File: config.mk
export PLATFORM = sky130hd
export DESIGN_NAME = mod_add_tree_pipe
export DESIGN_NICKNAME = d
export VERILOG_FILES = /design/src/rtl/mod_add_tree_pipe_pkg.sv /design/src/rtl/mod_add_tree_pipe_mod_add_unit.sv /design/src/rtl/mod_add_tree_pipe.sv
export SDC_FILE = /design/constraint.sdc
export NUM_CORES = 2
export LEC_CHECK = 0
export BUFFER_PORTS_ARGS = -buffer_cell sky130_fd_sc_hd__buf_4
export CAP_MARGIN = 20
export CORE_MARGIN = 1
export CORE_UTILIZATION = 25
export CTS_CLUSTER_SIZE = 30
export DETAILED_ROUTE_END_ITERATION = 12
export GPL_TIMING_DRIVEN = 0
export HOLD_SLACK_MARGIN = 0.1
export SLEW_MARGIN = 10
export SYNTH_ARGS = -nofsm -noshare
export SYNTH_HDL_FRONTEND = slang
export SYNTH_HIERARCHICAL = 1
export SYNTH_SLANG_ARGS = --single-unit
File: constraint.sdc
create_clock -name clk -period 24.1 [get_ports clk]
set_input_delay 2.41 -clock clk [delete_from_list [all_inputs] [get_ports clk]]
set_output_delay 2.41 -clock clk [all_outputs]
set_load 0.01 [all_outputs]
File: src/rtl/mod_add_tree_pipe_pkg.sv
// Shared defaults and elaboration helpers for the pipelined modular adder tree.
package mod_add_tree_pipe_pkg;

  localparam int DATA_W_DEF = 32;

  function automatic int clog2(input int n);
    int r;
    int v;
    r = 0;
    v = n - 1;
    while (v > 0) begin
      r++;
      v = v >> 1;
    end
    return r;
  endfunction

  function automatic bit lanes_ok(input int n);
    return (n >= 2) && ((n & (n - 1)) == 0);
  endfunction

endpackage

File: src/rtl/mod_add_tree_pipe_mod_add_unit.sv
// Combinational modular adder: y = (a + b) mod q, valid when a, b < q.
module mod_add_unit
  import mod_add_tree_pipe_pkg::*;
#(
  parameter int DATA_W = DATA_W_DEF
) (
  input  logic [DATA_W-1:0] a,
  input  logic [DATA_W-1:0] b,
  input  logic [DATA_W-1:0] q,
  output logic [DATA_W-1:0] y
);

  logic [DATA_W:0]   s;
  logic [DATA_W+1:0] d;
  logic              unused_d_bit;

  // NOTE: every variable written in always_comb is assigned on all paths,
  // otherwise synthesis infers a latch to hold the old value.
  always_comb begin
    s = {1'b0, a} + {1'b0, b};
    d = {1'b0, s} - {2'b00, q};
    y = d[DATA_W+1] ? s[DATA_W-1:0] : d[DATA_W-1:0];
  end

  // With a, b < q a non-negative difference is below q, so this bit is always 0.
  assign unused_d_bit = d[DATA_W];

endmodule

File: src/rtl/mod_add_tree_pipe.sv
// Pipelined modular adder tree reducing LANES residues mod q, with per-packet accumulation.
module mod_add_tree_pipe
  import mod_add_tree_pipe_pkg::*;
#(
  parameter int DATA_W = DATA_W_DEF,
  parameter int LANES  = 8
) (
  input  logic                    clk,
  input  logic                    rst_n,
  input  logic [DATA_W-1:0]       q,
  input  logic                    in_valid,
  output logic                    in_ready,
  input  logic [LANES*DATA_W-1:0] in_data,
  input  logic                    in_first,
  input  logic                    in_last,
  output logic                    out_valid,
  input  logic                    out_ready,
  output logic [DATA_W-1:0]       out_data
);

  localparam int LVLS = clog2(LANES);

  if (!lanes_ok(LANES)) begin : g_lanes_chk
    $error("mod_add_tree_pipe: LANES must be a power of 2 and >= 2");
  end

  logic en;

  // Heap-numbered tree: node 1 is the root, children of node i are 2i and 2i+1,
  // indices LANES..2*LANES-1 are the input lanes themselves.
  logic [DATA_W-1:0] node_sum [1:LANES-1];
  logic [DATA_W-1:0] node_d   [1:LANES-1];
  logic [DATA_W-1:0] node_q   [1:LANES-1];

  logic [LVLS:1]     vld_d, vld_q, first_d, first_q, last_d, last_q;
  logic [DATA_W-1:0] acc_d, acc_q, acc_sum;
  logic [DATA_W-1:0] out_data_d, out_data_q;
  logic              out_valid_d, out_valid_q;

  assign en        = !out_valid_q || out_ready;
  assign in_ready  = en;
  assign out_valid = out_valid_q;
  assign out_data  = out_data_q;

  for (genvar i = 1; i < LANES; i++) begin : g_node
    logic [DATA_W-1:0] a, b;
    if (2 * i >= LANES) begin : g_leaf
      assign a = in_data[(2*i-LANES)*DATA_W +: DATA_W];
      assign b = in_data[(2*i+1-LANES)*DATA_W +: DATA_W];
    end else begin : g_inner
      assign a = node_q[2*i];
      assign b = node_q[2*i+1];
    end
    mod_add_unit #(.DATA_W(DATA_W)) u_add (.a(a), .b(b), .q(q), .y(node_sum[i]));
  end

  mod_add_unit #(.DATA_W(DATA_W)) u_acc_add (.a(acc_q), .b(node_q[1]), .q(q), .y(acc_sum));

  always_comb begin
    for (int i = 1; i < LANES; i++) begin
      node_d[i] = en ? node_sum[i] : node_q[i];
    end
  end

  always_comb begin
    vld_d       = vld_q;
    first_d     = first_q;
    last_d      = last_q;
    acc_d       = acc_q;
    out_valid_d = out_valid_q;
    out_data_d  = out_data_q;
    if (en) begin
      vld_d[1]   = in_valid;
      first_d[1] = in_first;
      last_d[1]  = in_last;
      for (int l = 2; l <= LVLS; l++) begin
        vld_d[l]   = vld_q[l-1];
        first_d[l] = first_q[l-1];
        last_d[l]  = last_q[l-1];
      end
      // A consumed output drops unless a new last beat replaces it this same cycle.
      out_valid_d = 1'b0;
      if (vld_q[LVLS]) begin
        acc_d = first_q[LVLS] ? node_q[1] : acc_sum;
        if (last_q[LVLS]) begin
          out_valid_d = 1'b1;
          out_data_d  = acc_d;
        end
      end
    end
  end

  // NOTE: sequential state uses non-blocking assignments so every flop samples
  // the pre-edge values, independent of statement order.
  always_ff @(posedge clk or negedge rst_n) begin
    if (!rst_n) begin
      vld_q       <= '0;
      first_q     <= '0;
      last_q      <= '0;
      acc_q       <= '0;
      out_valid_q <= 1'b0;
      out_data_q  <= '0;
    end else begin
      vld_q       <= vld_d;
      first_q     <= first_d;
      last_q      <= last_d;
      acc_q       <= acc_d;
      out_valid_q <= out_valid_d;
      out_data_q  <= out_data_d;
    end
  end

  // NOTE: tree datapath registers carry no reset; the valid bits alone decide
  // whether their contents are ever consumed.
  always_ff @(posedge clk) begin
    node_q <= node_d;
  end

endmodule

* Yosys cells after proc, flatten, opt, wreduce, memory -nomap -nowiden
Index checks and enable logic that the tools add are counted.
** Storage, ports and cells
- Register bits :: 298
- Bits of input ports :: 294
- Output and inout bits :: 34
- Word-level logic and storage cells :: 44
** Cells by class
- $add $sub $neg :: 16
- Muxes and demuxes :: 11
- Reduce and logical (&&, ||, !) cells :: 4
** Operators with widths (number)
- 32-bit 2-to-1 mux :: 9
- 33-bit by 32-bit subtractor with 34-bit output :: 8
- 32-bit by 32-bit adder with 33-bit output :: 8
- 3-bit AND reduction :: 1
- 1-bit 2-to-1 mux :: 2
- 2-bit AND reduction :: 1
- 1-bit zero test :: 1
- 1-bit logical OR :: 1

* Depth between registers and ports, before layout
- Word-level depth :: 4
- Mapped depth :: 25
- Mapped depth without buffers :: 23

* Hierarchy
The synthesis kept the hierarchy.
** Modules (own cells, without submodules)
- mod_add_unit at g_node[5].u_add ... :: instances 4, cells an instance 554, area an instance 3857.4 µm², sequential area each 0.0 µm²
- mod_add_tree_pipe :: instances 1, cells an instance 491, area an instance 9959.6 µm², sequential area each 8578.2 µm²
- mod_add_unit at g_node[2].u_add ... :: instances 2, cells an instance 491, area an instance 3570.9 µm², sequential area each 0.0 µm²
- mod_add_unit at g_node[4].u_add :: instances 1, cells an instance 522, area an instance 3754.9 µm², sequential area each 0.0 µm²
- mod_add_unit at g_node[1].u_add :: instances 1, cells an instance 496, area an instance 3469.6 µm², sequential area each 0.0 µm²

* Worst setup path after synthesis
Ideal clock, no wire load.
- Path type :: in2out
- From :: input out_ready
- To :: output in_ready
- Arrival time :: 8.958 ns
- Data required time :: 21.690 ns
- Slack :: 12.732 ns
- Cell stages on the path :: 3
- Path buffers :: 2
- Path through :: nand2b_4 buf_6 clkbuf_1
** Between the ends
- Longest elaborated chain between the ends :: 1
** RTL lines
- start, declared :: line mod_add_tree_pipe.sv:17 : input logic out_ready,
- 1-bit logical OR :: line mod_add_tree_pipe.sv:40 : assign en = !out_valid_q || out_ready;
- end, declared :: line mod_add_tree_pipe.sv:12 : output logic in_ready,
Every way passes these cells.

==> out/metrics.yaml <==
clock_tree:
  cts_setup_buffers: 0
  cts_inserted_buffers: 37
  cts_hold_buf: 0
  h-tree-depth: 2
  ctsResizeCount: 0
  clkLatencyLatePin_ps: 590
  root_buffer: "clkbuf_16"
  cts_tree: "yes"
  clk_pin_slew_worst_paths_ps: 60
  clk_path_buf_depth: 3
  cts_sinks: 298
synth:
  seq_area_frac_synth: 0.216
  synth_edf_count: 224
  synth_seq_cells: 298
  syn_nets: 5529
  ys_types: 96
  async_flop_share: 0.248
  yosys_warnings: 6
  syn_area_um2: 39800
  synth_flop_cell: "edfxtp_1"
  synth_area_per_cell_um2: 8.45
  synthCells: 4707
place:
  gp_congestion: 0.916
  io_buffers: 327
  dp_hpwl_um: 105000
timing:
  timing.final.crit_period_ps: 7450
  tightest_slew_ps: 1000
  max_freq_mhz: 134
  setup_viol: 0
  fin_crit_sh: 0.309
  fin_skew_ps: 33.6
  fin_tns_setup_ps: 0
  max_slew_margin: 0.332
  slew_violations: 0
  grt_setup_unrepaired: "false"
  hold_viol: 0
worst_setup_path:
  crit_slowest_cell: "o311a_4"
  cp.arrival_ps: 7750
  critPathMaxStageDelay_ps: 490
  worstPathMaxFanout: 10
  cp.required_ps: 24400
  crit_path_end_kind: "register"
  path_buf_inv: 3
  path_delay_family: "compound AO/OA/AOI/OAI gates"
  start_kind: "input port"
  crit_chain: "buf_4, ha_1, nor2_1, or3_1, a32oi_1, a41oi_2, o311a_4, o21ai_4, a21oi_1, xnor2_1, ha_1, clkbuf_1, nand2_1, nor2_1, a211o_1, a31oi_1, o21ai_0, a32o_1, a311oi_4, clkbuf_1, o21ai_0"
  worstSetupPathType: "input port to register"
floorplanning:
  die_x_um: 401
  die_height_um: 401
  dieArea_um2: 161000
  start_util: 0.253
  rows: 145
  fp.coreArea_um2: 157000
  ios: 328
finish:
  layout.nets: 5899
  drive_above_1_share: 0.126
  layout_common_cells: "ha_1, a21oi_1, inv_1, nand2_1, buf_4"
  syn_to_final_growth_pct: 16.1
  regArea_um2: 8580
  fillers: 16701
  layout_commonest_cell: "ha_1"
  multi_input_area_um2: 28900
routing:
  drt_first_pass_iters: 6
  vias_per_cell: 5.05
  drt_iter0_markers: 2400
  drt-total-wl_um: 128000
  postRouteAntennaNets: 0
  vias: 36157
  drt-wirelength-per-cell_um: 17.9
  drc: 0
grt:
  gr-total-overflow: 0
  grt_usage: 0.154
  grt_pass1_wl_um: 196000
  grt_antenna_before_repair: 5
  grt_pass1_vias: 34535
  grt_max_degree: 75
outcome:
  outcome: "completed"
min_path:
  min_path_type: "register to register"
flow_run:
  drv_cap: 0
==> cell families after synthesis <==
kind of cell             count (synthesis)  share of synthesized area
buffers and inverters                  552                     0.0578
AND/OR/NAND/NOR                       1062                      0.128
XOR/XNOR                               446                     0.0983
multiplexers                           224                     0.0659
adder cells (fa/ha/maj)                528                      0.169
AO/OA/AOI/OAI                         1597                      0.265
flip-flops                             298                      0.216
==> cell type report <==
class / count / area share
plain buffers: 112 / 0.0140
multi-input cells: 3857 / 0.626
repair buffers: 331 / 0.0556
diodes: 3 / 0.000163
flip-flops and latches: 298 / 0.186
clock inverters: 23 / 0.00539
inverters: 440 / 0.0358
well taps: 2058 / 0.0558
clock buffers: 44 / 0.0217
==> stage by stage <==
step | hold WS, ps | setup slack, ps | instances | util | cell area, um2
final | 501 | 16650 | 7166 | 0.294 | 46200
after CTS | 506 | 16600 | 7163 | 0.294 | 46200
after global routing | 521 | 16360 | 7166 | 0.294 | 46200
after global placement | 483 | 8940 | 7092 | 0.285 | 44800
after floorplan | 475 | 12730 | 4707 | - | 39800
after detailed placement | 491 | 16000 | 7096 | 0.286 | 44900
==> worst paths after layout <==
kind                                       startpoint                        end  slack [ps]  cells after the start
worst min register to register  last_q[2]$_DFFE_PN0P_      last_q[3]$_DFFE_PN0P_         500                      1
worst min-delay path            last_q[2]$_DFFE_PN0P_      last_q[3]$_DFFE_PN0P_         500                      1
max in group asynchronous                       rst_n       acc_q[2]$_DFFE_PN0P_       21490                      1
min in group asynchronous                       rst_n    out_data[1]$_DFFE_PN0P_        1960                      1
worst max register to register  node_q[201]$_DFFE_PP_   out_data[21]$_DFFE_PN0P_       17860                     22
worst max-delay path                     in_data[201]  g_node[3].b[16]$_DFFE_PP_       16650                     21
==> layer usage <==
metal,wire (um),up-vias,global-route usage
met5,0,-,0
met4,4650,0,0.0554
met3,5620,159,0.0127
met2,58600,919,0.256
met1,59600,17105,0.206
li1,-,17974,-
==> cells in the mapped netlist, types with 13 or more instances <==
| master | instances | share of area |
|---|---|---|
| o21bai_1 | 90 | 0.017 |
| a221o_1 | 13 | 0.0033 |
| nand3_1 | 118 | 0.015 |
| o21a_1 | 52 | 0.0098 |
| a21o_1 | 233 | 0.044 |
| mux2_2 | 78 | 0.022 |
| ha_1 | 512 | 0.16 |
| a311oi_1 | 13 | 0.0029 |
| xnor2_1 | 279 | 0.061 |
| nand4_1 | 43 | 0.0068 |
| nor2_1 | 214 | 0.020 |
| nand2b_1 | 51 | 0.0080 |
| a211o_1 | 18 | 0.0040 |
| buf_6 | 23 | 0.0065 |
| dfrtp_1 | 74 | 0.047 |
| a2111oi_0 | 13 | 0.0029 |
| nand2_1 | 381 | 0.036 |
| clkbuf_1 | 66 | 0.0062 |
| o21ai_1 | 30 | 0.0038 |
| o21ai_0 | 315 | 0.040 |
| and4_1 | 22 | 0.0048 |
| mux2_4 | 50 | 0.019 |
| or2_2 | 14 | 0.0022 |
| inv_1 | 440 | 0.042 |
| o211ai_1 | 45 | 0.0085 |
| mux2i_1 | 72 | 0.018 |
| nor2b_1 | 36 | 0.0057 |
| xor2_1 | 167 | 0.037 |
| edfxtp_1 | 224 | 0.17 |
| and2_1 | 35 | 0.0055 |
| a41oi_1 | 16 | 0.0035 |
| a21oi_1 | 501 | 0.063 |
| a211oi_1 | 30 | 0.0057 |
| fa_1 | 16 | 0.0081 |
| mux2_1 | 24 | 0.0068 |
| and3_1 | 55 | 0.0087 |
| nor3_1 | 35 | 0.0044 |
| nor4_1 | 13 | 0.0020 |
| a31oi_1 | 59 | 0.0093 |
==> state kept, by name, indices dropped and copies added, names as in the netlist <==
name	cells
first_q	3
g_node.b	96
out_valid	1
last_q	3
node_q	32
acc_q	32
out_data	32
g_node.a	96
vld_q	3
Power is not shown: default switching activity piles up to over one toggle a cycle in this logic, so the estimate is an artifact.
